File: src/rtl/div_request_sequencer.sv
// Queues divide requests and drives CompDivider through a Rst pulse, an idle gap, then Run until Rdy rises.
// Result 4 cycles + divider latency after accept; ReqReady drops when the queue is full, results hold until RspReady.

module div_req_fifo #(
    parameter int W     = 8,
    parameter int DEPTH = 4,
    localparam int AW   = $clog2(DEPTH)
) (
    input  logic          clk,
    input  logic          rst,
    input  logic          push,
    input  logic [W-1:0]  wr_dat,
    input  logic          pop,
    output logic [W-1:0]  rd_dat,
    output logic          full,
    output logic          empty,
    output logic [AW:0]   count
);
    localparam logic [AW:0] FULL_CNT = (AW+1)'(DEPTH);

    logic [W-1:0]  mem [DEPTH];
    logic [AW-1:0] wr_ptr;
    logic [AW-1:0] rd_ptr;
    logic          do_push;
    logic          do_pop;

    // A full FIFO refuses the push even when a pop frees a slot this cycle.
    assign full    = (count == FULL_CNT);
    assign empty   = (count == '0);
    assign do_push = push & ~full;
    assign do_pop  = pop & ~empty;
    assign rd_dat  = mem[rd_ptr];

    always_ff @(posedge clk) begin
        if (do_push) begin
            mem[wr_ptr] <= wr_dat;
        end
    end

    always_ff @(posedge clk or posedge rst) begin
        if (rst) begin
            wr_ptr <= '0;
            rd_ptr <= '0;
            count  <= '0;
        end else begin
            if (do_push) wr_ptr <= wr_ptr + 1'b1;
            if (do_pop)  rd_ptr <= rd_ptr + 1'b1;
            case ({do_push, do_pop})
                2'b10:   count <= count + 1'b1;
                2'b01:   count <= count - 1'b1;
                default: count <= count;
            endcase
        end
    end
endmodule

module div_request_sequencer #(
    parameter int DEPTH   = 4,
    parameter int TAG_W   = 4,
    parameter int TIMEOUT = 64
) (
    input  logic                     clk,
    input  logic                     Rst,
    input  logic                     ReqValid,
    output logic                     ReqReady,
    input  logic [31:0]              ReqDvnd,
    input  logic [31:0]              ReqDvsr,
    input  logic [TAG_W-1:0]         ReqTag,
    output logic                     RspValid,
    input  logic                     RspReady,
    output logic [31:0]              RspQ,
    output logic [31:0]              RspR,
    output logic [TAG_W-1:0]         RspTag,
    output logic                     RspDivZero,
    output logic                     RspTimeout,
    output logic [31:0]              DivDvnd,
    output logic [31:0]              DivDvsr,
    output logic                     DivRun,
    output logic                     DivRst,
    input  logic [31:0]              DivQ,
    input  logic [31:0]              DivR,
    input  logic                     DivRdy,
    output logic                     Busy,
    output logic [$clog2(DEPTH):0]   ReqCount
);
    localparam int          CW      = $clog2(TIMEOUT);
    localparam logic [CW-1:0] TO_LAST = CW'(TIMEOUT - 1);

    typedef struct packed {
        logic [31:0]      dvnd;
        logic [31:0]      dvsr;
        logic [TAG_W-1:0] tag;
    } req_t;

    typedef enum logic [1:0] {IDLE, LOAD, GAP, RUN} state_t;

    state_t           state;
    req_t             req_wr_dat;
    req_t             head_dat;
    logic             fifo_full;
    logic             fifo_empty;
    logic             req_push;
    logic             head_pop;
    logic [CW-1:0]    run_cnt;
    logic             rdy_d;
    logic [TAG_W-1:0] tag_q;

    assign ReqReady   = ~fifo_full & ~Rst;
    assign req_push   = ReqValid & ReqReady;
    assign req_wr_dat = '{dvnd: ReqDvnd, dvsr: ReqDvsr, tag: ReqTag};
    assign head_pop   = (state == IDLE) & ~fifo_empty & ~RspValid;
    assign DivRst     = Rst | (state == LOAD);
    assign Busy       = (state != IDLE);

    div_req_fifo #(
        .W     ($bits(req_t)),
        .DEPTH (DEPTH)
    ) u_req_fifo (
        .clk    (clk),
        .rst    (Rst),
        .push   (req_push),
        .wr_dat (req_wr_dat),
        .pop    (head_pop),
        .rd_dat (head_dat),
        .full   (fifo_full),
        .empty  (fifo_empty),
        .count  (ReqCount)
    );

    always_ff @(posedge clk or posedge Rst) begin
        if (Rst) begin
            state      <= IDLE;
            RspValid   <= 1'b0;
            RspQ       <= '0;
            RspR       <= '0;
            RspTag     <= '0;
            RspDivZero <= 1'b0;
            RspTimeout <= 1'b0;
            DivDvnd    <= '0;
            DivDvsr    <= '0;
            DivRun     <= 1'b0;
            run_cnt    <= '0;
            rdy_d      <= 1'b0;
            tag_q      <= '0;
        end else begin
            rdy_d <= DivRdy;
            if (RspValid & RspReady) begin
                RspValid <= 1'b0;
            end
            case (state)
                IDLE: begin
                    if (head_pop) begin
                        if (head_dat.dvsr == '0) begin
                            // Divide-by-zero is answered here without touching the divider.
                            RspValid   <= 1'b1;
                            RspQ       <= '1;
                            RspR       <= head_dat.dvnd;
                            RspTag     <= head_dat.tag;
                            RspDivZero <= 1'b1;
                            RspTimeout <= 1'b0;
                        end else begin
                            DivDvnd <= head_dat.dvnd;
                            DivDvsr <= head_dat.dvsr;
                            tag_q   <= head_dat.tag;
                            state   <= LOAD;
                        end
                    end
                end
                LOAD: state <= GAP;
                GAP: begin
                    run_cnt <= '0;
                    DivRun  <= 1'b1;
                    state   <= RUN;
                end
                RUN: begin
                    run_cnt <= run_cnt + 1'b1;
                    if (DivRdy & ~rdy_d) begin
                        RspValid   <= 1'b1;
                        RspQ       <= DivQ;
                        RspR       <= DivR;
                        RspTag     <= tag_q;
                        RspDivZero <= 1'b0;
                        RspTimeout <= 1'b0;
                        DivRun     <= 1'b0;
                        state      <= IDLE;
                    end else if (run_cnt == TO_LAST) begin
                        RspValid   <= 1'b1;
                        RspQ       <= '0;
                        RspR       <= '0;
                        RspTag     <= tag_q;
                        RspDivZero <= 1'b0;
                        RspTimeout <= 1'b1;
                        DivRun     <= 1'b0;
                        state      <= IDLE;
                    end
                end
                default: state <= IDLE;
            endcase
        end
    end
endmodule
File: config.mk
export PLATFORM = sky130hd
export DESIGN_NAME = div_request_sequencer
export DESIGN_NICKNAME = d
export VERILOG_FILES = /design/src/rtl/div_request_sequencer.sv
export SDC_FILE = /design/constraint.sdc
export NUM_CORES = 1
export LEC_CHECK = 0
export CORE_MARGIN = 2
export CORE_UTILIZATION = 54
export DETAILED_ROUTE_END_ITERATION = 6
export PLACE_DENSITY = 0.8
export REMOVE_ABC_BUFFERS = 1
export SETUP_SLACK_MARGIN = 0.5
export SLEW_MARGIN = 40
export SYNTH_ARGS = -nofsm -noshare
export SYNTH_HDL_FRONTEND = slang
export SYNTH_SLANG_ARGS = --single-unit
File: constraint.sdc
create_clock -name clk -period 7 [get_ports clk]
set_input_delay 1.75 -clock clk [delete_from_list [all_inputs] [get_ports clk]]
set_output_delay 1.75 -clock clk [all_outputs]
set_load 0.02 [all_outputs]
# Yosys cells after proc, flatten, opt, wreduce, memory -nomap -nowiden
# Memories as Yosys holds them, arrays and structs flattened.
# Index checks and enable logic that the tools add are counted.
[classes]
n_bitwise = 15
add_sub_neg = 5
mux = 40
n_eq_ne = 11
n_reduce_logical = 11
[op_table]
columns = ["op", "n"]
rows = [
  ["$mux 32", 7],
  ["$pmux 32 s2", 2],
  ["$logic_not 32->1", 1],
  ["$mux 4", 4],
  ["$mux 1", 15],
  ["$pmux 6 s2", 1],
  ["$and 1x1->1", 8],
  ["$mux 2", 4],
  ["$pmux 1 s2", 4],
  ["$pmux 2 s4", 1],
  ["$pmux 4 s2", 1],
  ["$reduce_bool 2->1", 4],
  ["$add 6x1->6 const B", 1],
  ["$eq 2x2->1 const B", 3],
  ["$eq 6x6->1 const B", 1],
  ["$not 1->1", 6],
  ["$pmux 3 s2", 1],
  ["$reduce_and 3->1", 2],
  ["$add 2x1->2 const B", 2],
  ["$eq 2x1->1 const B", 2],
  ["$ne 2x1->1 const B", 2],
  ["$reduce_and 4->1", 1],
  ["$add 3x1->3 const B", 1],
  ["$eq 3x3->1 const B", 1],
  ["other kinds (7)", 7],
]
[totals]
reg_bits = 156
memories = 1
out_inout_bits = 142
inputBits = 137
elab_cells = 99
ramBits = 272
[mem_list]
columns = ["memory", "depth", "width", "read_ports", "rd_clocked_by_memory_dff", "wr", "line_no", "text"]
rows = [
  ["u_req_fifo.mem", 4, 68, 1, 0, 1, "21", "logic [W-1:0] mem [DEPTH];"],
]

# Logic depth before layout (Yosys ltp)
# Gate-level depths: netlist of run 1.
[logic_depth]
ltp_word = 7
mapped_depth = 12
mapped_depth_nobuf = 11

# Cells and area by module
# Synthesis of run 1 repeated with hierarchy kept, for this count alone.
[unflattened]
cells_unflattened = 935
hier_area_um2 = 16792.4
[by_module_without_submodules]
columns = ["module", "instances", "cells_each", "area_per_inst_um2", "seq_area_each_um2"]
rows = [
  ["div_req_fifo", 1, 394, 10321.1, 8343.0],
  ["div_request_sequencer", 1, 541, 6471.2, 3728.6],
]

# Worst setup path before layout of run 1
# Ideal clock, no wire load.
[synth_timing]
kind = "in2reg"
startpoint = "in Rst"
endpoint = "mem u_req_fifo.mem[0][0] in the netlist's numbering (enable)"
required_ps = 6566
setup_ps = 434
path_slack_ps = 2552
arrival_ps = 4014
path_buffers = 0
cell_stages = 2
path_cell_list = "a31oi_1 -> and3_1"
[synth_between]
elab_chain_cells = 6
[synth_rtl]
columns = ["item", "line_no", "text"]
rows = [
  ["start: declaration", "63", "input logic Rst,"],
  ["$not 1->1", "108", "assign ReqReady = ~fifo_full & ~Rst;"],
  ["$and 1x1->1", "108", ""],
  ["$and 1x1->1", "109", "assign req_push = ReqValid & ReqReady;"],
  ["$and 1x1->1", "30", "assign do_push = push & ~full;"],
  ["$mux 1", "35", "if (do_push) begin"],
  ["$mux 1 (implied by the code)", "36", "mem[wr_ptr] <= wr_dat;"],
  ["end: declaration", "21", ""],
]
# Every way passes these cells.

# Worst setup path in the final report of run 1
[layout_timing]
startpoint = "in Rst"
endpoint = "out ReqReady"
[layout_between]
elab_chain_cells = 2
[layout_rtl]
columns = ["item", "line_no", "text"]
rows = [
  ["$not 1->1", "108", ""],
  ["$and 1x1->1", "108", ""],
  ["end: declaration", "65", "output logic ReqReady,"],
]
# Every way passes these cells.

==> results of run 1 <==
## cell type report
class | instances | area, um2
well taps | 442 | 553
multi-input cells | 625 | 5480
repair buffers | 299 | 3000
flip-flops and latches | 428 | 12100
clock inverters | 13 | 115
fillers | 2206 | 10000
clock buffers | 64 | 1230
inverters | 12 | 50.0
diodes | 3 | 7.51
## layer usage
metal | global-route usage | share of wire
met1 | 0.288 | 0.38
met2 | 0.426 | 0.51
met3 | 0.0679 | 0.082
met4 | 0.0891 | 0.031
met5 | 0 | 0.0011
## worst max-delay path: stages
cell	delay [ns]
clkdlybuf4s50_1	0.52
a31oi_1	0.41
clkdlybuf4s50_1	0.69
## logic make-up (layout without fill, tap and decap cells)
family                   count (synthesis)  count (layout)
flip-flops                             428             428
AND/OR/NAND/NOR                        304             304
multiplexers                           180             180
AO/OA/AOI/OAI                          123             123
buffers and inverters                   94             388
adder cells (fa/ha/maj)                 12              12
XOR/XNOR                                 6               6
other                                    0               3
## synth_stat cells
library cell / count
nor3_1: 74
o31ai_1: 1
a22oi_1: 32
ha_1: 11
edfxtp_1: 272
or3_1: 1
a211o_1: 1
nor2_2: 1
xnor2_1: 4
nor4_1: 9
nand2b_1: 4
clkinv_1: 1
inv_1: 11
a31oi_1: 33
nor2_1: 47
mux4_2: 68
mux2i_1: 43
o211ai_1: 3
nand4_1: 2
mux2_2: 49
buf_4: 1
a21oi_1: 4
fa_1: 1
dfrtp_1: 156
nand2_1: 83
a32o_1: 1
a221oi_1: 36
buf_6: 4
nand3_1: 7
or2_2: 1
a41o_1: 1
nor2b_1: 34
mux2_4: 20
a311oi_1: 1
buf_2: 17
and2_1: 37
and3_1: 4
o221ai_1: 2
buf_1: 6
o21ai_0: 8
clkbuf_1: 54
xor2_1: 2
## path summary, 6_finish.rpt
path	to	cells past startpoint	slack, ns	from
worst max-delay path	ReqReady	3	1.88	Rst
worst min register to register	run_cnt[5]	1	0.48	run_cnt[5]
max in group asynchronous	DivDvnd[18]	3	4.03	Rst
worst max register to register	DivDvsr[2]	9	2.63	u_req_fifo.rd_ptr[0]
worst min-delay path	run_cnt[5]	1	0.48	run_cnt[5]
min in group asynchronous	RspTag[1]	2	1.78	Rst
## where the power goes
group / switching [mW] / internal [mW]
clock: 0.929 / 1.25
combinational: 2.44 / 2.21
sequential: 0.442 / 3.36
total: 3.81 / 6.83
## registers in the layout, summed over array words and instances, names as in the netlist, 4 cells and up
name and flops:
u_req_fifo.mem 272, RspR 32, DivDvnd 32, RspQ 32, RspTag 4, run_cnt 6
tag_q 4, DivDvsr 32
## per-stage QoR
stage | power (mW) | worst slack [ns] | hold slack [ns] | utilization | instances
floorplan | 6.83 | -7.10 | 0.452 | - | 1065
finish | 10.6 | 1.88 | 0.482 | 0.692 | 1886
CTS | 10.7 | 1.85 | 0.482 | 0.691 | 1882
detailed placement | 8.47 | 1.85 | 0.475 | 0.650 | 1805
global route | 11.2 | 1.77 | 0.518 | 0.692 | 1883
global placement | 8.27 | 1.90 | 0.479 | 0.648 | 1802
==> metrics.md, run 1 <==
| Metric | Value |
|---|---|
| Pleak | `7.92 nW` |
| Maximum fanout along the worst path | `6` |
| Synthesized area | `approximately 18000 um2` |
| Via density | `around 5.9` |
| Status | `finished, final reports clean` |
| Final setup viols | `0` |
| Combinational family with the most area after synthesis | `multiplexers` |
| Max-Cap Viols | `0` |
| Port Buf Inserts | `278` |
| H-tree depth | `2` |
| Hold Fails Final Rpt | `0` |
| Avg Synthesized Cell Area | `15.6 um2` |
| Num ports | `279` |
| Largest net degree at the start of global routing | `109` |
| Hpwl dp | `between 20000 and 30000 um` |
| Setup CP Type | `in2out` |
| DRT iter0 DRCs | `between 700 and 800` |
| Core area | `32500 um2` |
| Syn. warnings | `0` |
| Synth Area in Compound Gates | `0.0507` |
| F_max | `195 MHz` |
| First-pass GRT wire length | `between 60000 and 70000 um` |
| Share of the synthesized area in the top cell type | `0.457` |
| Clock transition at path regs | `0.06 ns` |
| Simple-Gate Fraction of Synth Area | `0.0825` |
| Mux cell area share after synthesis | `0.157` |
| Die area | `about 35000 um2` |
| Crit start category | `input pin` |
| Power Dens Cells | `473 nW/um2` |
| Nets | `about 1.6k` |
| Tmin final | `5.12 ns` |
| Number of remaining DRC errors | `0` |
| Slew Limit Headroom | `0.425` |
| Antenna-violating nets left | `0` |
| Die W | `around 190 um` |
| CTS tree | `built` |
| Share of cells above drive strength 1 | `0.162` |
| Dominant cell type by area after synthesis | `edfxtp_1` |
| CTS sink cnt | `428` |
| TritonCTS buffer count | `43` |
| Vias in the first global route | `11.7k` |
| Worst vdd rail ir drop | `370 uV` |
| Initial antenna violation count | `6` |
| Clock root buffer | `clkbuf_16` |
| Post-CTS Setup Repair Bufs | `0` |
| DR pass1 iterations | `5` |
| Post-Synth Adder-Cell Area | `0.00881` |
| Synth Instances | `1147` |
| Arrival time worst endpoint | `about 3.4 ns` |
| Critical Path RT | `between 5 and 6 ns` |
| Cts hold-fix bufs | `0` |
| Final worst path period share | `0.732` |
| Crit. End Element | `primary output` |
| Die height | `186 um` |
| Hold Crit Class | `reg2reg` |
| Commonest non-fill, non-tap cell in the layout | `clkdlybuf4s50_1` |
| GRT overflow | `0` |
| Later-pin clock latency in the skew report | `0.54 ns` |
| Placer Congestion | `0.783` |
| Bufs on Longest Clock Path | `3` |
| Mean routed wirelength per cell | `22.2 um` |
| Register bit total from synthesis | `~430` |
| Num rows | `66` |
| Slew Limit Fails | `0` |
| Post-route cell area | `around 23000 um2` |
| Setup TNS | `0 ns` |
| Post-synthesis cell type count | `42` |
| Register area share after synthesis | `0.675` |
| Xor/xnor share of the synthesized area | `0.00294` |
| Vias | `11.2k` |
| Post-CTS sizing | `0` |
| Commonest non-fill, non-tap cells in the layout | `clkdlybuf4s50_1 (278), edfxtp_1 (272), dfrtp_1 (154)` |
| Initial Util | `0.550` |
| Skew final | `~0.026 ns` |
| DP Area | `about 21000 um2` |
| Total Routing Usage GR | `0.244` |
| Total Wirelength | `41900 um` |
| Top cells by area, synth | `edfxtp_1 (46%), dfrtp_1 (22%), mux4_2 (8.6%)` |
| RSZ-0062 raised after global routing | `false` |
| Layout area overhead | `25.8%` |
| Worst-margin pin slew | `0.862 ns` |
Power figures use the tool's default switching activity.
==> run 2: changes to the inputs <==
==> constraint.sdc (replaced) <==
create_clock -name clk -period 5.02 [get_ports clk]
set_input_delay 1.255 -clock clk [delete_from_list [all_inputs] [get_ports clk]]
set_output_delay 1.255 -clock clk [all_outputs]
set_load 0.02 [all_outputs]
==> run 2 against run 1 <==
Effect of this change: register-to-register slack worse by 1.5 ns; sequential cell count unchanged; cell count increased by 0.80%; final area rose by 1.2%; critical path depth is the same; core utilization up 0.80 points; non-clock buffer count up 12; largest power group unchanged.
==> metrics.md, run 2 (synthesis gave the netlist of run 1 again) <==
| Metric | Value |
|---|---|
| Core area | `32500 um2 (unchanged)` |
| Hold Crit Depth | `1 (unchanged)` |
| Port Buf Inserts | `278 (unchanged)` |
| Post-CTS Setup Repair Bufs | `0 (unchanged)` |
| Crit-path cells | `clkdlybuf4s50_1 -> a31oi_1 -> clkdlybuf4s50_1` |
| Cts hold-fix bufs | `0 (unchanged)` |
| Final worst path period share | `0.840` |
| Worst-margin pin slew | `0.821 ns (-0.0418 ns)` |
| Num ports | `279 (unchanged)` |
| Setup CP Type | `in2out` |
| Number of remaining DRC errors | `0 (unchanged)` |
| Die area | `34600 um2 (unchanged)` |
| Largest stage delay, worst path | `0.70 ns (about the same)` |
| Share of cells above drive strength 1 | `0.176 (+0.0136)` |
| Pre-CTS setup slack | `0.826 ns (-1.03 ns)` |
| Commonest non-fill, non-tap cell in the layout | `clkdlybuf4s50_1` |
| DP Area | `21200 um2 (+0.35%)` |
| Status | `finished, final reports clean` |
| Worst path bufs/invs | `2 (unchanged)` |
| Hold Crit Class | `reg2reg` |
| Crit. Startpoint | `Rst` |
| Arrival time worst endpoint | `2.96 ns (-0.41 ns)` |
| Post-CTS sizing | `0 (unchanged)` |
| Num rows | `66 (unchanged)` |
| Post-route cell area | `22800 um2 (+1.2%)` |
| Largest Register | `u_req_fifo.mem` |
| Vias | `11.2k (+0.38%)` |
| Tmin final | `between 4 and 5 ns` |
| Setup TNS | `0 ns (unchanged)` |
| Vias in the first global route | `11.6k (-1.1%)` |
| Initial antenna violation count | `9 (+3)` |
| Mean routed wirelength per cell | `22.3 um (+0.20%)` |
| R2R Path Start | `u_req_fifo.rd_ptr[0]` |
| Layout area overhead | `27.3%` |
| Clock transition at path regs | `0.06 ns (about the same)` |
| Hpwl dp | `27400 um (+5.5%)` |
| Commonest non-fill, non-tap cells in the layout | `clkdlybuf4s50_1 (278), edfxtp_1 (272), dfrtp_1 (154)` |
| Power Dens Cells | `669 nW/um2 (+42%)` |
| Setup ws final | `0.802 ns (-1.07 ns)` |
| Crit. End Element | `primary output` |
| DRT iter0 DRCs | `813 (+13%)` |
| Placer Congestion | `0.793 (+1.3%)` |
| Slowest CP cell | `clkdlybuf4s50_1` |
| Final setup viols | `0 (unchanged)` |
| Max FFs per register | `272 (unchanged)` |
| CTS sink cnt | `428 (unchanged)` |
| Initial Util | `0.550 (unchanged)` |
| Slew Limit Fails | `0 (unchanged)` |
| Slew Limit Headroom | `0.453 (+0.0279)` |
| Die height | `186 um (unchanged)` |
| Fill cells | `2155 (-2.3%)` |
| Via density | `5.89 (-0.42%)` |
| CTS tree | `built` |
| Global routing met2 resource utilization | `0.423 (-0.00297)` |
| Crit start category | `input pin` |
| GRT overflow | `0 (unchanged)` |
| Critical Path RT | `3.76 ns (-1.49 ns)` |
| GR peak layer | `met2` |
| Hold worst-path end | `run_cnt[5]` |
| Clock root buffer | `clkbuf_16` |
| Multi-input logic area | `5480 um2 (about the same)` |
| Antenna-violating nets left | `0 (unchanged)` |
| Maximum fanout along the worst path | `6 (unchanged)` |
| R2R Setup Slk | `1.13 ns (-1.50 ns)` |
| First-pass GRT wire length | `64200 um (+0.25%)` |
| Nets | `1570 (+0.77%)` |
| Worst hold start | `run_cnt[5]` |
| Total Routing Usage GR | `0.245 (+0.00108)` |
| Pleak | `8.07 nW (+1.9%)` |
| Max-Cap Viols | `0 (unchanged)` |
| Die W | `186 um (unchanged)` |
| H-tree depth | `2 (unchanged)` |
| Bufs on Longest Clock Path | `3 (unchanged)` |
| FF+latch area | `12100 um2 (unchanged)` |
| Worst vdd rail ir drop | `520 uV (+41%)` |
| DR pass1 iterations | `5 (unchanged)` |
| RSZ-0062 raised after global routing | `false` |
| Met3 Use GR | `0.0683 (+0.000391)` |
| TritonCTS buffer count | `43 (unchanged)` |
| R2R depth | `9 (unchanged)` |
| CP top delay family | `buffers and inverters` |
| Worst flop-to-flop path endpoint | `DivDvsr[12]` |
| Later-pin clock latency in the skew report | `0.54 ns (about the same)` |
| Most common cell on crit path | `clkdlybuf4s50_1` |
| Total Wirelength | `42300 um (+1.0%)` |
| Largest net degree at the start of global routing | `107 (-1.8%)` |
| F_max | `237 MHz` |
| Hold Fails Final Rpt | `0 (unchanged)` |
| Min Hold Slack | `0.495 ns (+0.0125 ns)` |
| Skew final | `0.0220 ns (-0.00422 ns)` |
| Total Power | `15.2 mW (+43%)` |
| Met1 Use GR | `0.300 (+0.0119)` |
run 2: cell count changes in the layout (fill, tap and decap cells not counted), moves of 3 or more:
cell / delta
clkinv_2: +4
buf_4: +15
clkbuf_8: -3
bufinv_16: +8
clkbuf_1: -9
run 2: metal layers:
metal  vias to the layer above  routed length (um)
li1                       4989                   -
met5                         -                  66
met3                        96                3500
met2                       445               21200
met1                      5662               16400
met4                        10                1210
run 2: worst max path at each step:
stage                       endpoint  slack, ns  cells after the start
after global placement    RspTimeout       0.86                      8
final                       ReqReady       0.80                      3
after floorplan           DivDvnd[0]      -9.08                      6
after detailed placement    ReqReady       0.83                      3
after global routing        ReqReady       0.73                      3
after CTS                   ReqReady       0.82                      3
run 2: worst reg2reg max path, cell delays in order, from the launching register on:
cell	delay (ns)
dfrtp_4	0.68
buf_12	0.24
mux4_2	0.54
nor4_1	0.29
nand2_1	0.18
nor4_2	0.61
nor2_4	0.22
buf_8	0.23
buf_4	0.37
mux2_4	0.43
run 2: layout make-up:
| type | instances | share of cell area |
|---|---|---|
| diodes | 4 | 0.000440 |
| clock buffers | 51 | 0.0495 |
| clock inverters | 28 | 0.0175 |
| inverters | 12 | 0.00253 |
| multi-input cells | 625 | 0.241 |
| flip-flops and latches | 428 | 0.530 |
| well taps | 442 | 0.0243 |
| repair buffers | 311 | 0.135 |
run 2: per-stage QoR:
stage / std cells / utilization
global placement: 1817 / 0.652
detailed placement: 1817 / 0.652
global route: 1897 / 0.700
floorplan: 1065 / -
CTS: 1896 / 0.699
finish: 1901 / 0.700
run 2: power breakdown:
part           leakage [nW]  internal, mW  switching (mW)
clock network         0.731          2.08            1.35
registers              4.29          4.69           0.632
logic                  3.05          3.11            3.38
==> run 3: changes to the inputs <==
--- a/config.mk
+++ b/config.mk
@@ -6,9 +6,9 @@
 export NUM_CORES = 1
 export LEC_CHECK = 0
 export CORE_MARGIN = 2
-export CORE_UTILIZATION = 54
+export CORE_UTILIZATION = 49
 export DETAILED_ROUTE_END_ITERATION = 6
-export PLACE_DENSITY = 0.8
+export PLACE_DENSITY = 0.77
 export REMOVE_ABC_BUFFERS = 1
 export SETUP_SLACK_MARGIN = 0.5
 export SLEW_MARGIN = 40
==> constraint.sdc (replaced) <==
create_clock -name clk -period 3.87 [get_ports clk]
set_input_delay 0.9675 -clock clk [delete_from_list [all_inputs] [get_ports clk]]
set_output_delay 0.9675 -clock clk [all_outputs]
set_load 0.02 [all_outputs]
==> run 3 against run 2 <==
Effect of this change: final area is 0.61% higher; combinational power is 36% higher; cell count is 1.6% higher; sequential power is 27% higher; worst hold slack better by 0.0049 ns; register-to-register slack worse by 0.49 ns; sequential cell count stayed put; worst setup slack worse by 0.17 ns; first-iteration DRC count is 16% lower; non-clock buffer count is 14 higher; highest routed layer unchanged.
==> metrics.md, run 3 (synthesis gave the netlist of run 1 again) <==
| Metric | Value |
|---|---|
| Clock root buffer | `clkbuf_16` |
| Num ports | `279 (unchanged)` |
| Initial antenna violation count | `6 (-3)` |
| F_max | `309 MHz` |
| Largest stage delay, worst path | `0.57 ns (-0.13 ns)` |
| GRT overflow | `0 (unchanged)` |
| Crit start category | `register` |
| Max-Cap Viols | `0 (unchanged)` |
| Commonest non-fill, non-tap cells in the layout | `clkdlybuf4s50_1 (276), edfxtp_1 (272), dfrtp_1 (154)` |
| Number of remaining DRC errors | `0 (unchanged)` |
| Die W | `195 um (+4.9%)` |
| Initial Util | `0.500 (-0.0493)` |
| Slew Limit Headroom | `0.447 (-0.00633)` |
| Min Hold Slack | `0.500 ns (+0.00492 ns)` |
| DRT iter0 DRCs | `684 (-16%)` |
| Total Routing Usage GR | `0.224 (-0.0209)` |
| Clock transition at path regs | `0.06 ns (about the same)` |
| Port Buf Inserts | `278 (unchanged)` |
| Power Dens Cells | `854 nW/um2 (+28%)` |
| Hold Crit Class | `reg2reg` |
| TritonCTS buffer count | `44 (+2.3%)` |
| Combinational share of power | `0.451 (+0.025)` |
| Setup crit end | `RspQ[10]` |
| Core area | `35700 um2 (+9.9%)` |
| R2R Setup Slk | `0.64 ns (-0.49 ns)` |
| H-tree depth | `2 (unchanged)` |
| Mean routed wirelength per cell | `22.0 um (-1.0%)` |
| RSZ-0062 raised after global routing | `false` |
| Worst flop-to-flop path endpoint | `RspQ[10]` |
| Arrival time worst endpoint | `3.61 ns (+0.65 ns)` |
| Switching power | `6.94 mW (+30%)` |
| Pleak | `8.14 nW (+0.83%)` |
| First-pass GRT wire length | `66000 um (+2.8%)` |
| CTS sink cnt | `428 (unchanged)` |
| Setup TNS | `0 ns (unchanged)` |
| R2R depth | `10 (+1)` |
| CTS tree | `built` |
| Hpwl dp | `27800 um (+1.5%)` |
| Worst-margin pin slew | `0.830 ns (+0.00949 ns)` |
| Final setup viols | `0 (unchanged)` |
| Most common cell on crit path | `buf_4` |
| Via density | `5.76 (-2.3%)` |
| Share of cells above drive strength 1 | `0.180 (+0.00389)` |
| Placer Congestion | `0.776 (-2.1%)` |
| CP top delay family | `buffers and inverters` |
| Placed instance count | `1846 (+1.6%)` |
| Crit-path cells | `buf_4 -> mux4_2 -> nor4_1 -> nand2_1 -> nor4_4 -> buf_4 -> buf_4 -> a41o_1 -> buf_8 -> a22oi_1` |
| Nets | `1585 (+0.96%)` |
| FF+latch area | `12100 um2 (unchanged)` |
| Skew final | `0.0293 ns (+0.00729 ns)` |
| Die area | `38000 um2 (+10%)` |
| Antenna-violating nets left | `0 (unchanged)` |
| Worst path bufs/invs | `4 (+2)` |
| Max FFs per register | `272 (unchanged)` |
| Largest net degree at the start of global routing | `79 (-26%)` |
| Layout Utilization | `0.641 (-0.0589)` |
| R2R Path Start | `u_req_fifo.rd_ptr[0]` |
| Share of power burned in registers | `0.345 (-0.004)` |
| Status | `finished, final reports clean` |
| DP Area | `21400 um2 (+1.1%)` |
| Later-pin clock latency in the skew report | `0.54 ns (about the same)` |
| Switch share | `0.355 (+0.00313)` |
| Tmin final | `3.23 ns` |
| Bufs on Longest Clock Path | `3 (unchanged)` |
| Critical Path RT | `4.24 ns (+0.48 ns)` |
| Worst vdd rail ir drop | `550 uV (+5.8%)` |
| Slew Limit Fails | `0 (unchanged)` |
| Num rows | `69 (+4.5%)` |
| Maximum fanout along the worst path | `33 (+27)` |
| Final worst path period share | `0.836` |
| Crit. End Element | `register` |
| Worst path depth | `10 (+7)` |
| Multi-input logic area | `5510 um2 (+0.53%)` |
| Hold Fails Final Rpt | `0 (unchanged)` |
| Int Pwr | `12.6 mW (+28%)` |
| DR pass1 iterations | `5 (unchanged)` |
| Vias in the first global route | `11.8k (+2.1%)` |
| Vias | `11.1k (-0.73%)` |
| Die height | `195 um (+4.9%)` |
| Total Wirelength | `42600 um (+0.52%)` |
| Crit. Startpoint | `u_req_fifo.rd_ptr[0]` |
| Slowest CP cell | `mux4_2` |
| Largest Register | `u_req_fifo.mem` |
| Post-route cell area | `22900 um2 (+0.61%)` |
| Non-Filler Instances | `1931 (+1.6%)` |
| Fill cells | `2597 (+21%)` |
| Setup CP Type | `reg2reg` |
| Commonest non-fill, non-tap cell in the layout | `clkdlybuf4s50_1` |
| Layout area overhead | `28.1%` |
| Clock share of power | `0.204 (-0.021)` |
[run 3: cell count changes in the layout (fill, tap and decap cells not counted), moves of 3 or more]
cell       before  now
buf_12          2   11
buf_8           1    4
bufinv_16       9    2
clkbuf_1        6   10
clkinv_1        5    8
nor4_1          8    5
clkbuf_8        2    5
[run 3: power groups by stage]
stage | Clock [mW] | Combinational [mW] | Sequential [mW]
2_1_floorplan | 0 | 4.38 | 7.79
3_3_place_gp | 0 | 8.43 | 6.81
3_5_place_dp | 0 | 8.75 | 6.87
4_1_cts | 4.09 | 8.86 | 6.78
5_1_grt | 4.26 | 9.53 | 6.87
6_report | 4.00 | 8.83 | 6.74
[run 3: worst min-delay path by stage]
stage,cells past startpoint,startpoint,end
3_3_place_gp,1,run_cnt[5],run_cnt[5]
4_1_cts,1,run_cnt[4],run_cnt[4]
6_report,1,run_cnt[4],run_cnt[4]
3_5_place_dp,1,run_cnt[4],run_cnt[4]
5_1_grt,1,run_cnt[4],run_cnt[4]
2_1_floorplan,1,run_cnt[5],run_cnt[5]
[run 3: metal layers]
layer  vias to the layer above  GRT usage  routed length (um)
li1                       5007          -                   -
met5                         -          0                  52
met3                        80     0.0537                3070
met4                         8     0.0727                1210
met1                      5642      0.282               17200
met2                       383      0.383               21000
[run 3: through the flow]
| stage | power, mW | setup WS (ns) |
|---|---|---|
| after detailed placement | 15.6 | 0.115 |
| after global placement | 15.2 | 0.231 |
| final | 19.6 | 0.636 |
| after floorplan | 12.2 | -10.23 |
| after CTS | 19.7 | 0.501 |
| after global routing | 20.7 | 0.504 |
[run 3: final cells by class]
cell class                      count  share of cell area
Sequential cell                   428               0.527
Multi-Input combinational cell    625               0.240
Timing Repair Buffer              325               0.145
Clock buffer                       59              0.0527
Tap cell                          461              0.0252
Clock inverter                     19             0.00694
Inverter                           12             0.00218
Antenna cell                        2            0.000218
[run 3: repair_timing]
item / 4_1_cts / 5_1_grt
setup buffers: 4 / 1
resized for setup: 6 / 5
endpoints found under the setup margin: 128 / 90
hold endpoints to repair: 0 / 0
pin swaps: 1 / 0
hold buffers: 0 / 0
